$ cat src/rtl/uart_tx_periph.sv
// Memory-mapped 8N1 UART transmitter: bus stores fill a small TX FIFO and an
// FSM serialises the bytes LSB first on tx_o. STATUS is polled through ReadData_o.
module uart_tx_periph #(
    parameter int unsigned DATA_WIDTH   = 32,
    parameter int unsigned CLKS_PER_BIT = 16,
    parameter int unsigned FIFO_DEPTH   = 4
) (
    input  logic                  clk,
    input  logic                  reset,
    input  logic                  Sel_i,
    input  logic [DATA_WIDTH-1:0] Address_i,
    input  logic [DATA_WIDTH-1:0] WriteData_i,
    input  logic                  MemWrite_i,
    output logic [DATA_WIDTH-1:0] ReadData_o,
    output logic                  tx_o,
    output logic                  busy_o
);

    localparam int unsigned PTR_W  = $clog2(FIFO_DEPTH);
    localparam int unsigned CNT_W  = PTR_W + 1;
    localparam int unsigned BAUD_W = $clog2(CLKS_PER_BIT);

    localparam logic [1:0] S_IDLE  = 2'd0;
    localparam logic [1:0] S_START = 2'd1;
    localparam logic [1:0] S_DATA  = 2'd2;
    localparam logic [1:0] S_STOP  = 2'd3;

    logic [1:0]        state_q, state_d;
    logic [BAUD_W-1:0] baud_q, baud_d;
    logic [2:0]        bit_idx_q, bit_idx_d;
    logic [7:0]        shift_q, shift_d;
    logic              tx_d;
    logic              pop_c;

    logic [7:0]        fifo_mem [FIFO_DEPTH];
    logic [PTR_W-1:0]  wr_ptr_q, rd_ptr_q;
    logic [CNT_W-1:0]  count_q;
    logic              overflow_q;

    logic full_c, empty_c, bit_end_c;
    logic push_req_c, push_c, stat_wr_c;
    logic unused_bits;

    assign full_c     = (count_q == CNT_W'(FIFO_DEPTH));
    assign empty_c    = (count_q == '0);
    assign bit_end_c  = (baud_q == BAUD_W'(CLKS_PER_BIT - 1));
    assign push_req_c = Sel_i & MemWrite_i & ~Address_i[2];
    assign stat_wr_c  = Sel_i & MemWrite_i & Address_i[2];
    // A full FIFO still accepts a push when the FSM pops in the same cycle.
    assign push_c     = push_req_c & (~full_c | pop_c);

    assign unused_bits = ^{Address_i[DATA_WIDTH-1:3], Address_i[1:0],
                           WriteData_i[DATA_WIDTH-1:8]};

    assign ReadData_o = (Sel_i & Address_i[2])
                      ? DATA_WIDTH'({overflow_q, empty_c, full_c, busy_o})
                      : '0;

    // Next-state and datapath for the serialiser
    always_comb begin
        state_d   = state_q;
        baud_d    = baud_q;
        bit_idx_d = bit_idx_q;
        shift_d   = shift_q;
        pop_c     = 1'b0;
        tx_d      = 1'b1;

        if (state_q != S_IDLE) begin
            baud_d = bit_end_c ? '0 : baud_q + BAUD_W'(1);
        end

        case (state_q)
            S_IDLE: begin
                if (!empty_c) begin
                    pop_c     = 1'b1;
                    shift_d   = fifo_mem[rd_ptr_q];
                    baud_d    = '0;
                    bit_idx_d = '0;
                    state_d   = S_START;
                end
            end
            S_START: begin
                if (bit_end_c) begin
                    bit_idx_d = '0;
                    state_d   = S_DATA;
                end
            end
            S_DATA: begin
                if (bit_end_c) begin
                    shift_d   = {1'b0, shift_q[7:1]};
                    bit_idx_d = bit_idx_q + 3'd1;
                    if (bit_idx_q == 3'd7) begin
                        state_d = S_STOP;
                    end
                end
            end
            S_STOP: begin
                if (bit_end_c) begin
                    // Chain straight into the next start bit when more data waits.
                    if (!empty_c) begin
                        pop_c     = 1'b1;
                        shift_d   = fifo_mem[rd_ptr_q];
                        bit_idx_d = '0;
                        state_d   = S_START;
                    end else begin
                        state_d = S_IDLE;
                    end
                end
            end
            default: state_d = S_IDLE;
        endcase

        case (state_d)
            S_START: tx_d = 1'b0;
            S_DATA:  tx_d = shift_d[0];
            default: tx_d = 1'b1;
        endcase
    end

    always_ff @(posedge clk or negedge reset) begin
        if (!reset) begin
            state_q   <= S_IDLE;
            baud_q    <= '0;
            bit_idx_q <= '0;
            shift_q   <= '0;
            tx_o      <= 1'b1;
            busy_o    <= 1'b0;
        end else begin
            state_q   <= state_d;
            baud_q    <= baud_d;
            bit_idx_q <= bit_idx_d;
            shift_q   <= shift_d;
            tx_o      <= tx_d;
            busy_o    <= (state_d != S_IDLE);
        end
    end

    // FIFO bookkeeping and sticky overflow (a set beats a clear)
    always_ff @(posedge clk or negedge reset) begin
        if (!reset) begin
            wr_ptr_q   <= '0;
            rd_ptr_q   <= '0;
            count_q    <= '0;
            overflow_q <= 1'b0;
        end else begin
            if (push_c) begin
                wr_ptr_q <= wr_ptr_q + PTR_W'(1);
            end
            if (pop_c) begin
                rd_ptr_q <= rd_ptr_q + PTR_W'(1);
            end
            count_q <= count_q + CNT_W'(push_c) - CNT_W'(pop_c);
            if (push_req_c && !push_c) begin
                overflow_q <= 1'b1;
            end else if (stat_wr_c && WriteData_i[3]) begin
                overflow_q <= 1'b0;
            end
        end
    end

    always_ff @(posedge clk) begin
        if (push_c) begin
            fifo_mem[wr_ptr_q] <= WriteData_i[7:0];
        end
    end

endmodule

$ cat config.mk
export PLATFORM = sky130hd
export DESIGN_NAME = uart_tx_periph
export DESIGN_NICKNAME = d
export VERILOG_FILES = /design/src/rtl/uart_tx_periph.sv
export SDC_FILE = /design/constraint.sdc
export NUM_CORES = 1
export LEC_CHECK = 0
export ABC_AREA = 0
export BUFFER_PORTS_ARGS = -buffer_cell sky130_fd_sc_hd__buf_4
export CAP_MARGIN = 30
export CELL_PAD_IN_SITES_DETAIL_PLACEMENT = 0
export CELL_PAD_IN_SITES_GLOBAL_PLACEMENT = 1
export CORE_MARGIN = 1
export CORE_UTILIZATION = 40
export DETAILED_ROUTE_END_ITERATION = 10
export PLACE_DENSITY_LB_ADDON = 0.12
export SYNTH_ARGS = -nofsm -noshare
export SYNTH_HDL_FRONTEND = slang
export SYNTH_SLANG_ARGS = --single-unit
$ cat constraint.sdc
create_clock -name clk -period 3.1 [get_ports clk]
set_input_delay 0.62 -clock clk [delete_from_list [all_inputs] [get_ports clk]]
set_output_delay 0.62 -clock clk [all_outputs]
set_load 0.03 [all_outputs]
Word level (Yosys, flattened, before mapping)
Memories as Yosys holds them, arrays and structs flattened.
Index checks and enable logic that the tools add are counted.
Operators by class
  bitwise gates (word level): 8
  $add $sub $neg: 6
  reduce and logical (&&, ||, !) cells: 11
  equality and inequality tests: 11
  muxes and demuxes: 29
Operators by type and width (number)
  2-to-1 mux 8 bit: 3
  case mux 8 bit (3 select lines): 1
  2-to-1 mux 4 bit: 5
  2-to-1 mux 3 bit: 4
  case mux 3 bit (4 select lines): 1
  2-to-1 mux 2 bit: 5
  case mux 2 bit (4 select lines): 1
  2-to-1 mux 1 bit: 7
  == test 2 bit (second input constant): 3
  == test 3 bit (second input constant): 2
  inequality test 2 bit (second input constant): 3
  AND reduction 3 bit: 2
  nonzero test 2 bit: 3
  bitwise AND 1 bit: 5
  adder 2 x 1 -> 2 bit (second input constant): 2
  adder 4 x 1 -> 4 bit (second input constant): 1
  == test 2 x 1 -> 1 bit (second input constant): 2
  == test 4 bit (second input constant): 1
  case mux 1 bit (2 select lines): 2
  adder 3 x 1 -> 3 bit: 1
  adder 3 x 1 -> 3 bit (second input constant): 1
  zero test 3 bit: 1
  nonzero test 3 bit: 1
  subtractor 3 x 1 -> 3 bit: 1
  other kinds (5): 7
Storage, ports and cells
  register bits: 27
  memories kept: 1
  RAM bits: 32
  output and inout bits: 34
Memory list
  fifo_mem: words 4, bits a word 8, read ports 1, clocked after memory_dff 0, wr ports 1, line 35  | logic [7:0] fifo_mem [FIFO_DEPTH];

Longest topological paths before layout
Gate-level depths: netlist of run 1.
  depth after elaboration: 9
  mapped depth: 14
  gate-level depth less buffers: 14

Least setup slack after synthesis of run 1
Ideal clock, no wire load.
  path type: register to register
  start: register state_q[1]
  end: register count_q[2]
  required time: 2.973 ns
  arrival time: 2.491 ns
  library setup time: 0.127 ns
  stages on the path, launching flop included: 14
  buffers on the path: 0
  setup slack: 0.482 ns
  period minus slack after synthesis: 2.618 ns
  path through: dfrtp_1 -> ha_1 -> a41oi_4 -> nor2_1 -> nor2_2 -> nor3_4 -> inv_1 -> ha_1 -> inv_1 -> ha_1 -> inv_1 -> fa_1 -> xnor2_1 -> xnor2_1
Between the ends
  longest elaborated chain between the ends: 6
  elaborated cells on any way between the ends: 7
  those cells by class: 2 x add/sub; 1 x eq/ne; 1 x mux; 2 x bitwise; 1 x reduce/logical
RTL lines
  start: declaration: line 28  | logic [1:0] state_q, state_d;
  start signal: assignment: line 129  | state_q <= state_d;
  == test 2 bit or zero test 2 bit (tied branches): line 72  | case (state_q)
  case mux 1 bit (2 select lines) (*): line 72
  bitwise OR 1 bit: line 50  | assign push_c = push_req_c & (~full_c | pop_c);
  bitwise AND 1 bit: line 50
  adder 3 x 1 -> 3 bit: line 152  | count_q <= count_q + CNT_W'(push_c) - CNT_W'(pop_c);
  subtractor 3 x 1 -> 3 bit (*): line 152
  end signal: assignment: line 152
  end: declaration: line 37  | logic [CNT_W-1:0] count_q;
Mark *: on every way between the ends. The rest lies on a longest branch, timed or not.
A chain may end at the register's enable or synchronous reset.

Worst setup path after layout of run 1
Same ends and word-level chain as after synthesis.

==> impl_results.md, run 1 <==
- Maxcap violations: 0
- Maximum clock insertion buffer count: 2
- Worst r2r src: state_q[1]$_DFF_PN0_
- Kind of cell adding the most delay to the critical path: adder cells
- Drt wl/cell: 13.7 microns
- Status: complete, no violations
- Clock sinks: 59
- Fin crit share: 0.885
- Lkg Pwr: 1.45 nW
- Clk_lat worst skew: 0.34 ns
- Unrepaired setup endpoints after global routing: no
- Fillers: just under 700
- Gpl congestion: 0.725
- Commonest cells in the netlist: edfxtp_1 (32), buf_4 (31), dfrtp_1 (26)
- Routed wire length: 5110 microns
- Largest cells by area after synthesis: edfxtp_1 (31%), dfrtp_1 (21%), buf_4 (7.4%)
- R2r endpoint: count_q[2]$_DFF_PN0_
- Initial antenna violation count: 0
- R2R cell count: 13
- IO Port Bufs: 18
- ANT nets after route: 0
- Post-layout minimum cycle time: 2.74 ns
- Fin cells: between 300 and 400
- GRT overflow: 0
- Count leader, synth: edfxtp_1
- Vias per inst: between 4 and 5
- Syn avg cell area: 12.8 sq um
- Row Count: 31
- Final hold vios: 0
- Final setup viols: 0
- Worst Setup SP: state_q[1]$_DFF_PN0_
- Nets: 351
- Setup_tns: 0 ns
- # hold bufs at CTS: 0
- CP max stage delay: 0.48 ns
- Die ar.: 8180 sq um
- Post-Synthesis Cells: 245
- Setup Skew: 0.00967 ns
- Slew margin rel.: 0.620
- CTS Buf Count: 9
- P per Cell Area: 850 nW/um^2
- Clock slew at reported path FFs: 0.07 ns
- Worst reg2reg setup slack: 0.36 ns
- Ant. Diodes: 0
- Worst hold path type: primary input to async pin
- Worst-Margin Slew: 0.571 ns
- Async set-reset flop share out of synthesis: 0.458
- Share of cells above drive strength 1: 0.223
- GRT Util Overall: 0.137
- Remaining DRCs: 0
- Gates resized, CTS repair: 0
- CTS root buf: clkbuf_8
- DR pass1 iterations: 4
- Core region area: roughly 7400 sq um
- Synthesized flop and latch total: 59
- Synthesis Warnings: 0
- Die Ht: ~90 microns
- # Post-CTS Setup Buffers: 0
- Synth unique cells: 52
- Crit path kind: register to register
- First-pass GRT wire length: about 8500 microns
- Buf/Inv on CP: 3
- Seq/Total Area, Yosys: 0.523
- DP Wirelength: 3510 microns
- Initial DRC count: 77
- Cell taking the most area after synthesis: edfxtp_1
- Setup crit end kind: register
- Starting density of the core: 0.423
- VDD IR max: 492 uV
- Placed cells: 356
- CP max-delay cell: dfrtp_1
- Via Count: 1793
- Crit path max fanout: 7
- CP startpoint kind: register
- Top cell type's share of synthesized area: 0.307
- Vias in the first global route: 1686
- Top_reg_cell synth: edfxtp_1
- I/O pins: 102
- Crit path DAT: 2.97 ns
- Mapped Area: 3130 sq um
- CTS tree: done
- Chip width: between 90 and 100 microns
- Largest net degree at the start of global routing: 28
- Final Max Slew Viols: 0
- CP required: 3.33 ns
- EDFF count, synth: 32
- Max Freq: around 360 MHz
- H-tree lvl count: 3
- Synthesis-to-layout area growth: 10.4%
- Crit-path cells: ha_1 -> a41oi_4 -> nor2_1 -> nor2_2 -> nor3_4 -> inv_1 -> ha_1 -> inv_1 -> ha_1 -> inv_1 -> fa_1 -> xnor2_1 -> xnor2_1
-- worst reg2reg max path, cell delays in order (launching register included) --
cell,delay (ns)
dfrtp_1,0.48
ha_1,0.36
a41oi_4,0.16
nor2_1,0.17
nor2_2,0.09
nor3_4,0.17
inv_1,0.06
ha_1,0.26
inv_1,0.05
ha_1,0.13
inv_1,0.05
fa_1,0.37
xnor2_1,0.15
xnor2_1,0.12
-- sequential cells by signal (all words and copies together) (netlist names) --
signal and flops:
tx_o 1, count_q 3, fifo_mem 32, wr_ptr_q 2, overflow_q 1, state_q 2, shift_q 8, baud_q 4
busy_o 1, rd_ptr_q 2, bit_idx_q 3
-- area by class of cell --
type,count,area [sq um],share of cell area
clock buffer,9,124,0.0359
clock inverter,7,83.8,0.0243
inverter,11,41.3,0.0120
multi-input combinational,163,1260,0.366
sequential,59,1640,0.474
tap,99,124,0.0359
timing repair buffer,24,180,0.0522
-- routing by layer --
metal  track usage  vias up  wire length (microns)
li1              -      878                      -
met1         0.173      864                   2430
met2         0.216       40                   2400
met3        0.0303       11                    144
met4        0.0766        0                    127
met5             0        -                      0
-- power by group --
part / switching, mW / internal [mW] / total, mW
logic: 0.527 / 0.474 / 1.00
registers: 0.206 / 0.995 / 1.20
clock network: 0.349 / 0.384 / 0.734
-- cell usage in the layout, fill, tap and decap left out, drive strengths merged, types with 9 or more instances in the layout --
master / n
a21oi: 9
inv: 14
edfxtp: 32
buf: 24
dfrtp: 26
nand2: 23
nor2: 9
o21ai: 11
ha: 14
clkbuf: 9
conb: 28
-- cells by family after synthesis --
logic type | after synthesis | share of synthesized area
compound gates | 42 | 0.115
xor+xnor | 5 | 0.0140
fa+ha+maj | 15 | 0.0624
buf+inv | 50 | 0.106
flops | 59 | 0.523
mux | 15 | 0.0815
other cells | 1 | 0.00120
simple gates | 58 | 0.0971
-- worst max-delay path by stage --
stage                     slack, ns                   end  cells past startpoint
after floorplan                0.48  count_q[2]$_DFF_PN0_                     13
after global placement         0.36  count_q[2]$_DFF_PN0_                     13
after detailed placement       0.36  count_q[2]$_DFF_PN0_                     13
after CTS                      0.33  count_q[2]$_DFF_PN0_                     13
after global routing           0.17  count_q[2]$_DFF_PN0_                     13
final                          0.36  count_q[2]$_DFF_PN0_                     13
-- metrics by stage --
| stage | total power, mW | setup slack [ns] | hold WS [ns] | cell area, sq um | utilization |
|---|---|---|---|---|---|
| CTS | 2.98 | 0.329 | 0.187 | 3450 | 0.466 |
| floorplan | 2.03 | 0.482 | 0.324 | 3230 | - |
| detailed placement | 2.24 | 0.358 | 0.465 | 3250 | 0.438 |
| finish | 2.94 | 0.357 | 0.181 | 3450 | 0.466 |
| global route | 3.13 | 0.165 | 0.201 | 3450 | 0.466 |
| global placement | 2.23 | 0.362 | 0.463 | 3250 | 0.438 |
(Power assumes the default switching activity.)
==> run 2, diff against run 1 <==
--- a/config.mk
+++ b/config.mk
@@ -5,13 +5,11 @@
 export SDC_FILE = /design/constraint.sdc
 export NUM_CORES = 1
 export LEC_CHECK = 0
-export ABC_AREA = 0
+export ABC_AREA = 1
 export BUFFER_PORTS_ARGS = -buffer_cell sky130_fd_sc_hd__buf_4
 export CAP_MARGIN = 30
-export CELL_PAD_IN_SITES_DETAIL_PLACEMENT = 0
-export CELL_PAD_IN_SITES_GLOBAL_PLACEMENT = 1
 export CORE_MARGIN = 1
-export CORE_UTILIZATION = 40
+export CORE_UTILIZATION = 35
 export DETAILED_ROUTE_END_ITERATION = 10
 export PLACE_DENSITY_LB_ADDON = 0.12
 export SYNTH_ARGS = -nofsm -noshare
==> run 2 against run 1 <==
- area after synthesis up 1.4%
- total power is 13% higher
- critical path type unchanged
- clock power grew 7.5%
- synthesized cell count up 39%
- hold slack improved by 0.014 ns
- via count grew 22%
- final cell count up 29%
- die area grew 16%
- largest cell class unchanged
- highest routed layer unchanged
- wire length rose by 17%
==> impl_results.md, run 2 <==
- Status: complete, no violations (unchanged)
- Top flop regs: fifo_mem x32, shift_q x8, baud_q x4 (unchanged)
- I/O pins: 102 (unchanged)
- VDD IR max: 392 uV (was 492 uV)
- Synthesis Warnings: 0 (unchanged)
- Synth unique cells: 29 (was 52)
- Worst r2r src: state_q[1]$_DFF_PN0_ (unchanged)
- EDFF count, synth: 32 (unchanged)
- Maxcap violations: 0 (unchanged)
- Post-Synthesis Cells: 341 (was 245)
- Starting density of the core: 0.362 (was 0.423)
- Total power: 3.31 mW (was 2.94 mW)
- Most flops, register: fifo_mem (unchanged)
- P per Cell Area: 927 nW/um^2 (was 850 nW/um^2)
- Ant. Diodes: 0 (unchanged)
- Worst Slack Setup Final: 0.298 ns (was 0.357 ns)
- Place WS: 0.299 ns (was 0.358 ns)
- Synthesized flop and latch total: 59 (unchanged)
- H-tree lvl count: 3 (unchanged)
- Placed cells: 465 (was 356)
- # Post-CTS Setup Buffers: 0 (unchanged)
- Crit path max fanout: 9 (was 7)
- Core region area: 8760 sq um (was 7410 sq um)
- Count leader, synth: nand2_1 (was edfxtp_1)
- CP startpoint kind: register (unchanged)
- ANT nets after route: 0 (unchanged)
- First-pass GRT wire length: 10500 microns (was 8520 microns)
- Most common cell after layout, fill and taps aside: nand2_1 (was edfxtp_1)
- Remaining DRCs: 0 (unchanged)
- Row Count: 34 (was 31)
- Worst hold path type: primary input to async pin (unchanged)
- Clock slew at reported path FFs: 0.07 ns (about the same)
- Syn avg cell area: 9.31 sq um (was 12.8 sq um)
- Gpl congestion: 0.712 (was 0.725)
- Die Ht: 97.2 microns (was 90.5 microns)
- Chip width: 97.2 microns (was 90.5 microns)
- Setup crit end kind: register (unchanged)
- Setup_tns: 0 ns (unchanged)
- Gates resized, CTS repair: 0 (unchanged)
- Layout Utilization: 0.407 (was 0.466)
- Final setup viols: 0 (unchanged)
- Unrepaired setup endpoints after global routing: no (unchanged)
- DR pass1 iterations: 6 (was 4)
- Fin crit share: 0.904 (was 0.885)
- Vias per inst: 4.53 (was 4.82)
- Most frequent cells in the layout: nand2_1 (95), nand3_1 (32), edfxtp_1 (32) (was edfxtp_1 (32), conb_1 (28), dfrtp_1 (26))
- Combinational family with the most area after synthesis: simple AND/OR/NAND/NOR gates (was compound AO/OA/AOI/OAI gates)
- Nets: 451 (was 351)
- Top cell type's share of synthesized area: 0.303 (was 0.307)
- Max reg flops: 32 (unchanged)
- Routed wire length: 5990 microns (was 5110 microns)
- GRT Util Overall: 0.143 (was 0.137)
- Fin cells: 481 (was 372)
- Synth Area in Compound Gates: 0.0619 (was 0.115)
- CTS Buf Count: 9 (unchanged)
- Crit path DAT: 3.02 ns (was 2.97 ns)
- Mapped Area: 3170 sq um (was 3130 sq um)
- CTS root buf: clkbuf_8 (unchanged)
- Setup Skew: 0.00995 ns (was 0.00967 ns)
- Cell taking the most area after synthesis: edfxtp_1 (unchanged)
- Top_reg_cell synth: edfxtp_1 (unchanged)
- Share of cells above drive strength 1: 0.150 (was 0.223)
- Die ar.: 9450 sq um (was 8180 sq um)
- Post-layout minimum cycle time: 2.80 ns (was 2.74 ns)
- Largest cells by area after synthesis: edfxtp_1 (30%), dfrtp_1 (20%), nand2_1 (11%) (was edfxtp_1 (31%), dfrtp_1 (21%), buf_4 (7.4%))
- Lkg Pwr: 1.65 nW (was 1.45 nW)
- Final Max Slew Viols: 0 (unchanged)
- Vias in the first global route: 2221 (was 1686)
- Xor/xnor cell area share of the yosys netlist: 0.0138 (was 0.0140)
- CTS tree: done (unchanged)
- # hold bufs at CTS: 0 (unchanged)
- Synth Area in Simple Gates: 0.225 (was 0.0971)
- Via Count: 2179 (was 1793)
- Post-Synth Adder-Cell Area: 0.0615 (was 0.0624)
- Mux share of post-synthesis cell area: 0 (was 0.0815)
- Crit path kind: register to register (unchanged)
- Initial antenna violation count: 0 (unchanged)
- Clock sinks: 59 (unchanged)
- Commonest cells in the netlist: nand2_1 (95), edfxtp_1 (32), nand3_1 (32) (was edfxtp_1 (32), buf_4 (31), dfrtp_1 (26))
- Fillers: 869 (was 689)
- Final hold vios: 0 (unchanged)
- Worst Setup SP: state_q[1]$_DFF_PN0_ (unchanged)
- Drt wl/cell: 12.5 microns (was 13.7 microns)
- DP Wirelength: 4210 microns (was 3510 microns)
- CP required: 3.32 ns (was 3.33 ns)
- IO Port Bufs: 18 (unchanged)
- GRT overflow: 0 (unchanged)
- Synthesis-to-layout area growth: 12.3% (was 10.4%)
- Seq/Total Area, Yosys: 0.516 (was 0.523)
- Max Freq: 357 MHz (was 365 MHz)
- Largest net degree at the start of global routing: 28 (unchanged)
- Initial DRC count: 86 (was 77)
- Async set-reset flop share out of synthesis: 0.458 (unchanged)
- Maximum clock insertion buffer count: 2 (unchanged)
- Clk_lat worst skew: 0.34 ns (about the same)
-- run 2: cell count changes after synthesis, moves of 4 or more --
cell | previous run | this run
nand2_1 | 22 | 95
mux4_2 | 7 | 0
nand3_1 | 6 | 32
a21oi_1 | 6 | 10
mux2i_1 | 6 | 0
a22o_1 | 8 | 0
nor2_1 | 8 | 14
and2_1 | 4 | 0
o21ai_0 | 7 | 21
inv_1 | 11 | 31
-- run 2: critical path, stage by stage (launching register included) --
cell and delay, ns:
dfrtp_1 0.42, inv_1 0.17, ha_1 0.31, inv_1 0.17, o21ai_4 0.16, nand3_4 0.18, nand3_4 0.12, nand2_4 0.08
ha_1 0.29, inv_1 0.06, ha_1 0.12, inv_1 0.05, fa_1 0.38, xor2_1 0.17
-- run 2: final timing paths --
kind	to	slack, ns	cells after the start
min reg2reg	shift_q[7]$_DFFE_PN0P_	0.50	1
max	count_q[2]$_DFF_PN0_	0.30	13
max in group asynchronous	tx_o$_DFF_PN1_	2.59	1
min in group clk	fifo_mem[3][0]$_DFFE_PP_	0.48	1
min	bit_idx_q[1]$_DFFE_PN0P_	0.19	1
max reg2reg	count_q[2]$_DFF_PN0_	0.30	13
-- run 2: metal layers --
metal	up-vias	global-route usage	routed length (microns)
met4	0	0.0792	126
met1	1005	0.185	2880
met2	53	0.228	2770
li1	1112	-	-
met5	-	0	0
met3	9	0.0223	216
-- run 2: report_power, final --
part           switching, mW  internal [mW]
clock network          0.332          0.457
registers              0.140           1.01
logic                  0.913          0.459
-- run 2: cell type report --
class	instances	area [sq um]	area share
inverter	33	124	0.0347
clock buffer	9	124	0.0347
tap	108	135	0.0379
sequential	59	1640	0.459
timing repair buffer	25	188	0.0526
clock inverter	7	101	0.0284
multi-input combinational	240	1260	0.352
-- run 2: stage by stage --
| stage | area, sq um | hold WS [ns] |
|---|---|---|
| 6_report | 3570 | 0.195 |
| 4_1_cts | 3570 | 0.196 |
| 2_1_floorplan | 3280 | 0.324 |
| 5_1_grt | 3570 | 0.222 |
| 3_3_place_gp | 3340 | 0.473 |
| 3_5_place_dp | 3340 | 0.484 |
-- run 2: kinds of logic (layout without fill, tap and decap cells) --
group	after synthesis	in the layout
xor gates and xnor gates	5	5
DFF	59	59
buffers and inverters	69	74
AOI/OAI and AO/OA	36	36
and+or+nand+nor	156	156
adders and majority gates	15	15
other	1	28
